### src/rtl/rv32_barrel_pc_sched_pkg.sv
// rv32_barrel_pc_sched_pkg: shared rv32 types and defaults for the barrel PC scheduler
package rv32_barrel_pc_sched_pkg;
  localparam int RV32_NUM_HARTS = 8;
  typedef logic [31:0] rv32_pc_cnt_t;
  typedef logic [31:0] rv32_register_t;
  typedef enum logic [1:0] {HART_IDLE, HART_READY, HART_INFLIGHT} hart_state_e;
endpackage

### src/rtl/rv32_barrel_pc_sched_rr_arbiter.sv
// rv32_rr_arbiter: picks the first requester at or after the pointer, wrapping modulo N
module rv32_rr_arbiter #(
  parameter int N = 8
) (
  input  logic [N-1:0]         i_req,
  input  logic [$clog2(N)-1:0] i_ptr,
  output logic [N-1:0]         o_gnt,
  output logic [$clog2(N)-1:0] o_idx
);
  logic [$clog2(N)-1:0] w_cand;
  // Scan from the farthest offset down so the nearest requester wins last.
  always_comb begin
    o_gnt  = '0;
    o_idx  = '0;
    w_cand = '0;
    for (int i = N - 1; i >= 0; i--) begin
      w_cand = i_ptr + i[$clog2(N)-1:0];
      if (i_req[w_cand]) begin
        o_gnt         = '0;
        o_gnt[w_cand] = 1'b1;
        o_idx         = w_cand;
      end
    end
  end
endmodule

### src/rtl/rv32_barrel_pc_sched.sv
// rv32_barrel_pc_sched: per-hart PC/state tracking with a round-robin fetch offer register
module rv32_barrel_pc_sched
  import rv32_barrel_pc_sched_pkg::*;
#(
  parameter int           NUM_HARTS = RV32_NUM_HARTS,
  parameter rv32_pc_cnt_t RESET_PC  = 32'h0000_0000
) (
  input  logic                         clk,
  input  logic                         rst_n,
  input  logic [NUM_HARTS-1:0]         hart_en,
  output logic                         fetch_valid,
  input  logic                         fetch_ready,
  output logic [$clog2(NUM_HARTS)-1:0] fetch_hart_id,
  output rv32_pc_cnt_t                 fetch_pc,
  input  logic                         retire_valid,
  input  logic [$clog2(NUM_HARTS)-1:0] retire_hart_id,
  input  logic                         retire_has_new_pc,
  input  rv32_pc_cnt_t                 retire_new_pc,
  input  logic                         pc_wr_valid,
  input  logic [$clog2(NUM_HARTS)-1:0] pc_wr_hart_id,
  input  rv32_pc_cnt_t                 pc_wr_pc,
  output logic                         sched_err,
  output logic                         misalign_err
);
  localparam int HW = $clog2(NUM_HARTS);
  hart_state_e          r_state     [NUM_HARTS];
  hart_state_e          w_state_nxt [NUM_HARTS];
  rv32_pc_cnt_t         r_pc        [NUM_HARTS];
  rv32_pc_cnt_t         w_pc_nxt    [NUM_HARTS];
  logic                 r_offer_v;
  logic [HW-1:0]        r_offer_id;
  rv32_pc_cnt_t         r_offer_pc;
  logic [HW-1:0]        r_ptr;
  logic                 r_sched_err;
  logic                 r_misalign_err;
  logic                 w_issue;
  logic                 w_ret_ok;
  logic                 w_ret_bad;
  logic                 w_wr_bad;
  logic                 w_load;
  logic                 w_gnt_any;
  logic [NUM_HARTS-1:0] w_req;
  logic [NUM_HARTS-1:0] w_gnt;
  logic [HW-1:0]        w_gnt_idx;
  rv32_pc_cnt_t         w_ret_pc;

  assign w_issue   = r_offer_v & fetch_ready;
  assign w_ret_ok  = retire_valid & (r_state[retire_hart_id] == HART_INFLIGHT);
  assign w_ret_bad = retire_valid & ~w_ret_ok;
  assign w_wr_bad  = pc_wr_valid & (r_state[pc_wr_hart_id] != HART_IDLE);
  assign w_ret_pc  = retire_has_new_pc ? (retire_new_pc & 32'hFFFF_FFFC) : r_pc[retire_hart_id] + 32'd4;
  assign w_load    = ~r_offer_v | fetch_ready;
  assign w_gnt_any = |w_gnt;

  rv32_rr_arbiter #(.N(NUM_HARTS)) u_arb (
    .i_req (w_req),
    .i_ptr (r_ptr),
    .o_gnt (w_gnt),
    .o_idx (w_gnt_idx)
  );

  always_ff @(posedge clk or negedge rst_n) begin
    if (!rst_n) begin
      for (int h = 0; h < NUM_HARTS; h++) begin
        r_state[h] <= HART_IDLE;
        r_pc[h]    <= RESET_PC;
      end
      r_offer_v      <= 1'b0;
      r_offer_id     <= '0;
      r_offer_pc     <= '0;
      r_ptr          <= '0;
      r_sched_err    <= 1'b0;
      r_misalign_err <= 1'b0;
    end else begin
      for (int h = 0; h < NUM_HARTS; h++) begin
        r_state[h] <= w_state_nxt[h];
        r_pc[h]    <= w_pc_nxt[h];
      end
      if (w_load) begin
        r_offer_v <= w_gnt_any;
        if (w_gnt_any) begin
          r_offer_id <= w_gnt_idx;
          r_offer_pc <= r_pc[w_gnt_idx];
          r_ptr      <= w_gnt_idx + 1'b1;
        end
      end
      r_sched_err    <= r_sched_err | w_ret_bad | w_wr_bad;
      r_misalign_err <= r_misalign_err | (w_ret_ok & retire_has_new_pc & retire_new_pc[1]);
    end
  end

  // Issue wins over everything; an offered hart is READY so it can never also retire.
  always_comb begin
    for (int h = 0; h < NUM_HARTS; h++) begin
      w_state_nxt[h] = r_state[h];
      w_pc_nxt[h]    = r_pc[h];
      if (w_issue && r_offer_id == h[HW-1:0])
        w_state_nxt[h] = HART_INFLIGHT;
      else if (w_ret_ok && retire_hart_id == h[HW-1:0]) begin
        w_state_nxt[h] = hart_en[h] ? HART_READY : HART_IDLE;
        w_pc_nxt[h]    = w_ret_pc;
      end else if (r_state[h] == HART_IDLE && hart_en[h])
        w_state_nxt[h] = HART_READY;
      else if (r_state[h] == HART_READY && !hart_en[h] && !(r_offer_v && r_offer_id == h[HW-1:0]))
        w_state_nxt[h] = HART_IDLE;
      if (pc_wr_valid && pc_wr_hart_id == h[HW-1:0] && r_state[h] == HART_IDLE)
        w_pc_nxt[h] = pc_wr_pc;
    end
  end

  always_comb begin
    w_req = '0;
    for (int h = 0; h < NUM_HARTS; h++)
      w_req[h] = (r_state[h] == HART_READY) && hart_en[h] && !(r_offer_v && r_offer_id == h[HW-1:0]);
  end

  assign fetch_valid   = r_offer_v;
  assign fetch_hart_id = r_offer_id;
  assign fetch_pc      = r_offer_pc;
  assign sched_err     = r_sched_err;
  assign misalign_err  = r_misalign_err;
endmodule

### config.mk
export PLATFORM = sky130hd
export DESIGN_NAME = rv32_barrel_pc_sched
export DESIGN_NICKNAME = d
export VERILOG_FILES = /design/src/rtl/rv32_barrel_pc_sched_pkg.sv /design/src/rtl/rv32_barrel_pc_sched_rr_arbiter.sv /design/src/rtl/rv32_barrel_pc_sched.sv
export SDC_FILE = /design/constraint.sdc
export NUM_CORES = 1
export LEC_CHECK = 0
export ABC_AREA = 1
export BUFFER_PORTS_ARGS = -buffer_cell sky130_fd_sc_hd__buf_2
export CORE_MARGIN = 2
export CORE_UTILIZATION = 45
export DETAILED_ROUTE_END_ITERATION = 10
export GPL_TIMING_DRIVEN = 1
export HOLD_SLACK_MARGIN = 0.12
export PLACE_DENSITY_LB_ADDON = 0.12
export SETUP_SLACK_MARGIN = 0.5
export SKIP_CTS_REPAIR_TIMING = 1
export SYNTH_ARGS = -nofsm -noshare
export SYNTH_HDL_FRONTEND = slang
export SYNTH_SLANG_ARGS = --single-unit
### constraint.sdc
create_clock -name clk -period 7.7 [get_ports clk]
set_input_delay 1.54 -clock clk [delete_from_list [all_inputs] [get_ports clk]]
set_output_delay 1.54 -clock clk [all_outputs]
set_load 0.02 [all_outputs]
# Word level (Yosys, flattened, before mapping)
# Cells that the tools add are included.
[classes] add_sub_neg=9 n_lt_le_gt_ge=19 n_eq_ne=38 mux=125 bitwise_logic=15 n_reduce_logical=142
[ops] cell="$mux W32" count=29
[ops] cell="$bmux W32 S3" count=2
[ops] cell="$logic_and A1 B1 Y1" count=88
[ops] cell="$mux W2" count=36
[ops] cell="$mux W8" count=8
[ops] cell="$eq A3 B3 Y1 const B" count=12
[ops] cell="$add A32 B3 Y32 const B" count=1
[ops] cell="$lt A3 B4 Y1 const B" count=8
[ops] cell="$reduce_bool A4 Y1" count=8
[ops] cell="$bmux W1 S3" count=8
[ops] cell="$demux W1 S3" count=8
[ops] cell="$ge A3 B1 Y1 const B" count=8
[ops] cell="$mux W1" count=24
[ops] cell="$mux W3" count=8
[ops] cell="$eq A3 B2 Y1 const B" count=6
[ops] cell="$reduce_and A2 Y1" count=9
[ops] cell="$reduce_bool A2 Y1" count=9
[ops] cell="$eq A2 B1 Y1 const B" count=8
[ops] cell="$logic_not A1 Y1" count=16
[ops] cell="$logic_not A2 Y1" count=8
[ops] cell="$ne A2 B1 Y1 const B" count=8
[ops] cell="$add A3 B3 Y3 const B" count=4
[ops] cell="$bmux W2 S3" count=2
[ops] cell="$ge A4 B4 Y1 const B" count=3
[ops] cell="other kinds (10)" count=27
[totals] reg_bits=313 inputBits=84 out_inout_bits=38 wordCells=370

# Longest topological paths before layout
# Gate-level depths: netlist (run 1).
[logic_depth] depth_word=18 mapped_depth=28 mapped_depth_nobuf=24

# Cells and area by module
# From an unflattened synthesis (run 1), not the netlist that was laid out.
[unflattened] hier_cells=3689 hier_area_um2=22833.1
[by_module_without_submodules] mod="rv32_barrel_pc_sched" n_inst=1 cells_each=3362 area_per_inst_um2=21257.9 seq_area_each_um2=7832.5
[by_module_without_submodules] mod="rv32_rr_arbiter" n_inst=1 cells_each=327 area_per_inst_um2=1575.3 seq_area_each_um2=0.0

# Worst setup path after synthesis (run 1)
# OpenSTA, ideal clock, no wires.
[synth_timing] kind="in2reg" start="input port retire_hart_id[0]" end="register r_pc[146] (netlist bit)" setup_time_ns=0.143 arrival_time_ns=3.582 required_time_ns=7.557 slack_ns=3.976 path_stages=18 path_buffers=3 cell_sequence="buf_6 > inv_4 > nor2_8 > buf_4 > buf_4 > a22oi_1 > nand2_1 > nand2_1 > o21ai_2 > ha_1 > nand3_1 > nor2_1 > nand2_1 > xor2_1 > nand2_1 > nand2_1 > nand2_1 > o221ai_1"
[synth_between] elab_chain_len=9 elab_cells_between_ends=18 classes_between="add/sub (1); eq/ne (2); mux (10); bitwise (2); reduce/logical (3)"
[synth_lines] item="start, declared" line="rv32_barrel_pc_sched.sv:16" text="input logic [$clog2(NUM_HARTS)-1:0] retire_hart_id,"
[synth_lines] item="$not A3 Y4 (implied by the code)" line="rv32_barrel_pc_sched.sv:48, rv32_barrel_pc_sched.sv:51"
[synth_lines] item="$bmux W32 S3 / $bmux W2 S3 (equally long branches)" line="rv32_barrel_pc_sched.sv:51, rv32_barrel_pc_sched.sv:48"
[synth_lines] item="$mux W32 (implied by the code) / $mux W2 (equally long branches) (2 in series)" line="rv32_barrel_pc_sched.sv:51, rv32_barrel_pc_sched.sv:48"
[synth_lines] item="$add A32 B3 Y32 / $eq A2 B2 Y1 (equally long branches)" line="rv32_barrel_pc_sched.sv:51, rv32_barrel_pc_sched.sv:48"
[synth_lines] item="$mux W32 / $and A1 B1 Y1 (equally long branches)" line="rv32_barrel_pc_sched.sv:51, rv32_barrel_pc_sched.sv:48"
[synth_lines] item="$mux W32 / $logic_and A1 B1 Y1 (equally long branches)" line="rv32_barrel_pc_sched.sv:99" text="else if (w_ret_ok && retire_hart_id == h[HW-1:0]) begin"
[synth_lines] item="$mux W32 / $reduce_bool A2 Y1 (equally long branches)"
[synth_lines] item="$mux W32 / $reduce_and A2 Y1 (equally long branches)"
[synth_lines] item="end signal, assigned by index" line="rv32_barrel_pc_sched.sv:77" text="r_pc[h] <= w_pc_nxt[h];"
[synth_lines] item="end, declared" line="rv32_barrel_pc_sched.sv:28" text="rv32_pc_cnt_t r_pc [NUM_HARTS];"
# Several ways; a longest one is shown, not always the timed one. The select of a mux whose other input is x is not followed.
# A chain may end at the register's enable or synchronous reset.

# Worst setup path after layout (run 1)
[layout_timing] start="register r_ptr[1]" end="register r_offer_pc[12] (netlist: fetch_pc[12])"
[layout_between] elab_chain_len=15 elab_cells_between_ends=85 classes_between="add/sub (7); order compare (16); mux (51); bitwise (1); reduce/logical (10)"
[layout_lines] item="start, declared" line="rv32_barrel_pc_sched.sv:33" text="logic [HW-1:0] r_ptr;"
[layout_lines] item="start signal, assigned" line="rv32_barrel_pc_sched.sv:84" text="r_ptr <= w_gnt_idx + 1'b1;"
[layout_lines] item="$add A3 B3 Y3" line="rv32_barrel_pc_sched_rr_arbiter.sv:17" text="w_cand = i_ptr + i[$clog2(N)-1:0];"
[layout_lines] item="$lt A3 B4 Y1 (implied by the code), or another cell as far along" line="rv32_barrel_pc_sched_rr_arbiter.sv:20" text="o_gnt[w_cand] = 1'b1;"
[layout_lines] item="$logic_and A1 B1 Y1 (implied by the code) / $mux W1 (equally long branches)" line="rv32_barrel_pc_sched_rr_arbiter.sv:20, rv32_barrel_pc_sched_rr_arbiter.sv:18"
[layout_lines] item="$mux W1 (implied by the code) / $mux W3 (equally long branches)" line="rv32_barrel_pc_sched_rr_arbiter.sv:20, rv32_barrel_pc_sched_rr_arbiter.sv:18"
[layout_lines] item="$demux W1 S3 / $mux W3 (equally long branches)"
[layout_lines] item="$mux W8 / $mux W3 (equally long branches) (6 in series)" line="rv32_barrel_pc_sched_rr_arbiter.sv:18" text="if (i_req[w_cand]) begin"
[layout_lines] item="$mux W8 / $not A3 Y4 (equally long branches)" line="rv32_barrel_pc_sched_rr_arbiter.sv:18, rv32_barrel_pc_sched.sv:83"
[layout_lines] item="$mux W8 / $bmux W32 S3 (equally long branches)" line="rv32_barrel_pc_sched_rr_arbiter.sv:18, rv32_barrel_pc_sched.sv:83"
[layout_lines] item="$reduce_or A8 Y1 / $mux W32 (equally long branches)" line="rv32_barrel_pc_sched.sv:53, rv32_barrel_pc_sched.sv:83"
[layout_lines] item="$reduce_and A2 Y1 (no source line) / $mux W32 (equally long branches)"
[layout_lines] item="end signal, assigned" line="rv32_barrel_pc_sched.sv:83" text="r_offer_pc <= r_pc[w_gnt_idx];"
[layout_lines] item="end, declared" line="rv32_barrel_pc_sched.sv:32" text="rv32_pc_cnt_t r_offer_pc;"
# Several ways; a longest one is shown, not always the timed one. The select of a mux whose other input is x is not followed.

==> results of run 1 <==
## cell families after synthesis
kind of cell | Yosys count | synth area share [%]
multiplexers | 5 | 0.479
AO/OA/AOI/OAI | 519 | 17.2
flip-flops | 313 | 37.5
buffers and inverters | 465 | 9.83
AND/OR/NAND/NOR | 1721 | 33.8
adder cells (fa/ha/maj) | 8 | 0.479
XOR/XNOR | 19 | 0.796
## sequential cells by signal, summed over array words and instances, names as in the netlist
register and count:
fetch_hart_id 3, fetch_pc 32, fetch_valid 1, misalign_err 1, r_pc 256, r_ptr 3, r_state 16, sched_err 1
## worst reg2reg max path, stage by stage (launching register included)
cell     delay (ps)
dfrtp_1         650
inv_2           220
ha_1            530
inv_1           220
nand3_1         150
nand2_1          80
nand2_1          80
nand2_2         120
nand2_2         100
nand2_1          60
nand2_1          70
nand2_1          50
nand2_1          50
nand2_1          80
nand2_4         710
nand2_4         880
buf_4           570
nand2_1         100
nand2_1          50
nand2_1          50
nand2_1          60
nand2_1          60
nand2_1         100
nand2_1          90
nand2_1          50
## stage by stage
| stage | utilization, % | worst slack (ps) | cell area (sq um) | hold WS, ps |
|---|---|---|---|---|
| detailed placement | 47.9 | 2090 | 21900 | 458 |
| global route | 50.8 | 2150 | 23100 | 496 |
| floorplan | - | 3980 | 20900 | 481 |
| global placement | 47.9 | 2090 | 21900 | 454 |
| finish | 50.8 | 2400 | 23100 | 468 |
| CTS | 50.8 | 2610 | 23100 | 472 |
## cells in the mapped netlist (19+ instances only)
cell / number / area [sq um]
a21oi_1: 50 / 250
a221oi_1: 25 / 219
a22oi_1: 65 / 488
buf_2: 70 / 350
buf_4: 29 / 218
clkbuf_1: 57 / 214
dfrtp_1: 313 / 7830
inv_1: 254 / 953
nand2_1: 1225 / 4600
nand3_1: 282 / 1410
nor2_1: 141 / 529
o211ai_1: 39 / 293
o21ai_0: 61 / 305
o21ai_1: 19 / 95.1
o21bai_1: 36 / 270
o221ai_1: 79 / 692
o22ai_1: 109 / 682
## per-layer routing
| layer | track usage, % | vias up | share of wire, % | wire [um] |
|---|---|---|---|---|
| met5 | 0 | - | 0 | 0 |
| met4 | 21.1 | 0 | 6.2 | 5780 |
| met3 | 10.3 | 394 | 12 | 11400 |
| met2 | 58.5 | 1582 | 43 | 40000 |
| met1 | 50.0 | 10820 | 39 | 35800 |
| li1 | - | 10178 | - | - |
## area by class of cell
class	instances	share of cell area, %
antenna	2	0.0216
clock buffer	52	4.61
clock inverter	18	0.957
inverter	281	4.58
multi-input combinational	2272	48.0
sequential	313	33.8
tap	600	3.24
timing repair buffer	185	4.80
## worst min-delay path by stage
stage | to | slack, ps
final | sched_err | 470
after global routing | fetch_pc[23] | 500
after CTS | sched_err | 470
after detailed placement | sched_err | 460
after global placement | sched_err | 450
after floorplan | r_pc[137] | 480
==> reports/results.txt, run 1 <==
Core region area: 45600 sq um
Chip width: 220 um
Mapped Cells: 3050
Crit-path max FO: 68
R2r endpoint: fetch_pc[12]
Crit. Startpoint: r_ptr[1]
Worst r2r src: r_ptr[1]
Netlist cell types: 56
Clock insertion delay at the later pin of the skew report: 600 ps
Period utilization: 68.8%
CTS max path bufs: 3
DRC viols: 0
Clock transition at path regs: 60 ps
Net Count, Synth: 3142
Initial cell density of the core: 45.9%
Sequential area share after synthesis: 37.5%
Port bufs: 120
Netlist Area Pre-Place: 20900 sq um
Hold_sp: sched_err
HP Class: reg -> reg
MaxCap Viol Count: 0
Max_slew headroom: 16.1%
Crit-path cells: inv_2 -> ha_1 -> inv_1 -> nand3_1 -> nand2_1 -> nand2_1 -> nand2_2 -> nand2_2 -> nand2_1 -> nand2_1 -> nand2_1 -> nand2_1 -> nand2_1 -> nand2_4 -> nand2_4 -> buf_4 -> nand2_1 -> nand2_1 -> nand2_1 -> nand2_1 -> nand2_1 -> nand2_1 -> nand2_1 -> nand2_1
Post-Layout Cell Count: 3723
Critical Path RT: 8160 ps
Total wire length: 92.9 mm
Data arrival time of the critical path: 5760 ps
Most frequent cell on the critical path: nand2_1
GPL Wtd Cong: 0.971
Vias in the first global route: 21.7k
I/O pin total: 122
CP endpoint kind: flip-flop
Largest net degree at the start of global routing: 124
Grt ovf: 0
Ys Warns: 0
Worst reg-to-reg path cell count: 24
Top FF cell, synth: dfrtp_1
Avg Vias per Cell: 6.17
Detail Route Antenna Nets: 0
Setup_tns: 0 ps
Most common cell after layout, fill and taps aside: nand2_1
Fmax: 0.189 GHz
Register bit count reported by yosys: 313
Iter 0 DRT Violations: 3007
Final hold viol count: 0
# fillers: 4512
Initial antenna violation count: 3
Slew Limit Fails: 0
RSZ-0062 raised after global routing: false
Startpoint Class: flip-flop
Root buf cell: clkbuf_16
WP buf/inv: 3
Die Y: 220 um
Post-synth EDFFs: 0
Critical path depth in cells: 24
CTS tree: built
Die footprint: 48200 sq um
Avg WL per Cell: 25.0 um
Num rows: 78
Status: finished, final reports clean
Placed cell count: 3651
Critical path class: reg -> reg
Multi-input gate area: 11100 sq um
Clock Skews: 35.6 ps
Hold Path Cell Cnt: 1
Net count, final: 3184
Area growth, synth to finish: 10.7%
Ys async rst share: 100%
Total GRT Usage: 38.5%
Synth Area per Inst: 6.85 sq um
DP HPWL: 55.4 mm
Vias: 23.0k
Pre-Repair DR Iteration Count: 7
Htree depth: 2
Worst path max stage delay: 850 ps
Global-route wire length before repair: 137 mm
Fraction of layout cells with a size suffix above 1: 10.6%
Reg-to-reg slack, setup: 2400 ps
CP max-delay cell: nand2_4
Crit path to: fetch_pc[12]
Commonest non-fill, non-tap cells in the layout: nand2_1, dfrtp_1, nand3_1
Worst-Margin Slew: 1260 ps
Family with the most delay on the worst path: simple AND/OR/NAND/NOR gates
CTS buffer count: 39
Storage cell area: 7830 sq um
CTS Sinks: 313
Setup violators final: 0
Final min period: 5300 ps
Power of run 1 is left out: the tool's default activity adds up to more than one toggle a clock period on the data nets, which glitch-free logic cannot reach.
==> inputs of run 2 (changes only) <==
==> constraint.sdc (replaced) <==
create_clock -name clk -period 4.8 [get_ports clk]
set_input_delay 0.96 -clock clk [delete_from_list [all_inputs] [get_ports clk]]
set_output_delay 0.96 -clock clk [all_outputs]
set_load 0.02 [all_outputs]
==> reports/results.txt, run 2 (synthesized netlist as in run 1, its figures left out) <==
Status: finished, final reports clean
Critical Path RT: 5310 ps
Detail Route Antenna Nets: 0
Clock Skews: 15.4 ps
Fmax: 0.246 GHz
Iter 0 DRT Violations: 3169
Avg WL per Cell: 24.8 um
Port bufs: 120
CTS tree: built
Total wire length: 93.0 mm
Net count, final: 3215
Htree depth: 2
Num rows: 78
Crit-path max FO: 13
DRC viols: 0
Period utilization: 84.6%
Slew Limit Fails: 0
Critical path class: reg -> reg
Commonest non-fill, non-tap cells in the layout: nand2_1, dfrtp_1, nand3_1
DP HPWL: 57.9 mm
Setup violators final: 0
CTS Sinks: 313
Clock insertion delay at the later pin of the skew report: 580 ps
Final hold viol count: 0
Biggest register: r_pc
CTS buffer count: 39
Chip width: 220 um
CP max-delay cell: dfrtp_1
Core region area: 45600 sq um
Area growth, synth to finish: 12.7%
Total GRT Usage: 38.5%
Initial antenna violation count: 1
Pre-Repair DR Iteration Count: 6
Grt ovf: 0
MaxCap Viol Count: 0
Number of flip-flops in the largest register: 256
CP endpoint kind: flip-flop
Clock transition at path regs: 60 ps
Avg Vias per Cell: 6.20
Data arrival time of the critical path: 4570 ps
Crit-path cells: inv_2 -> ha_1 -> inv_1 -> nand3_1 -> nand2_1 -> nor2_1 -> nor2_2 -> inv_1 -> a21oi_1 -> nand2_1 -> nand2_1 -> nand2_1 -> nand2_1 -> nand2_2 -> buf_4 -> nand2_1 -> nand2_1 -> nand2_1 -> nand2_1 -> nand2_1 -> nand2_1
Final min period: 4060 ps
Die footprint: 48200 sq um
Initial cell density of the core: 45.9%
Setup_tns: 0 ps
Most common cell after layout, fill and taps aside: nand2_1
Most frequent cell on the critical path: nand2_1
Worst-Margin Slew: 1250 ps
Max_slew headroom: 16.8%
Root buf cell: clkbuf_16
Die Y: 220 um
HP Class: in -> async
CTS max path bufs: 3
RSZ-0062 raised after global routing: false
Vias in the first global route: 21.9k
Global-route wire length before repair: 138 mm
Startpoint Class: flip-flop
Util after Layout: 51.7%
Fraction of layout cells with a size suffix above 1: 11.4%
Vias: 23.3k
I/O pin total: 122
Worst path max stage delay: 670 ps
Largest net degree at the start of global routing: 129
GPL Wtd Cong: 0.948
[run 2: changes by cell type in the layout (fill, tap and decap cells not counted), moves of 2 or more]
cell | before | now
buf_12 | 1 | 17
clkinv_2 | 7 | 5
clkinvlp_4 | 2 | 0
inv_6 | 3 | 0
bufinv_16 | 4 | 1
clkbuf_8 | 2 | 8
buf_4 | 64 | 78
[run 2: layer usage]
layer	up-vias	track usage [%]	wire length [um]	part of all wire [%]
met5	-	0	0	0
met4	0	20.6	5360	5.8
met3	364	8.67	11600	12
met2	1658	57.5	39400	42
met1	10997	51.9	36600	39
li1	10232	-	-	-
[run 2: final cells by class]
class,instances,area [sq um]
fill,4542,22000
multi-input combinational,2272,11100
sequential,313,7830
timing repair buffer,216,1560
clock buffer,60,1180
inverter,281,1060
tap,600,751
clock inverter,7,63.8
antenna,1,2.50
[run 2: final timing paths]
path,cells after the start,from,end,slack [ps]
hold reg to reg,2,fetch_pc[2],fetch_pc[2],470
setup reg to reg,21,r_ptr[1],fetch_pc[10],740
hold / removal,1,rst_n,r_pc[202],440
setup / recovery,21,r_ptr[1],fetch_pc[10],740
max in group asynchronous,2,rst_n,r_pc[56],3220
min in group clk,2,fetch_pc[2],fetch_pc[2],470
[run 2: worst max-delay path: cells and delay by family (launching register included)]
family / cells / cell delay [ps]
buffers and inverters: 4 / 850
adders and majority gates: 1 / 520
and+or+nand+nor: 15 / 1880
AOI/OAI and AO/OA: 1 / 40
DFF: 1 / 670
[run 2: through the flow]
| stage | hold WS [ps] | area, sq um | cells | setup WS (ps) |
|---|---|---|---|---|
| floorplan | 481 | 20900 | 3050 | 1660 |
| global placement | 448 | 22300 | 3682 | 572 |
| detailed placement | 459 | 22300 | 3682 | 544 |
| CTS | 473 | 23500 | 3749 | 827 |
| global route | 490 | 23600 | 3750 | 504 |
| finish | 441 | 23600 | 3750 | 739 |
Power of run 2 is left out for the same reason.
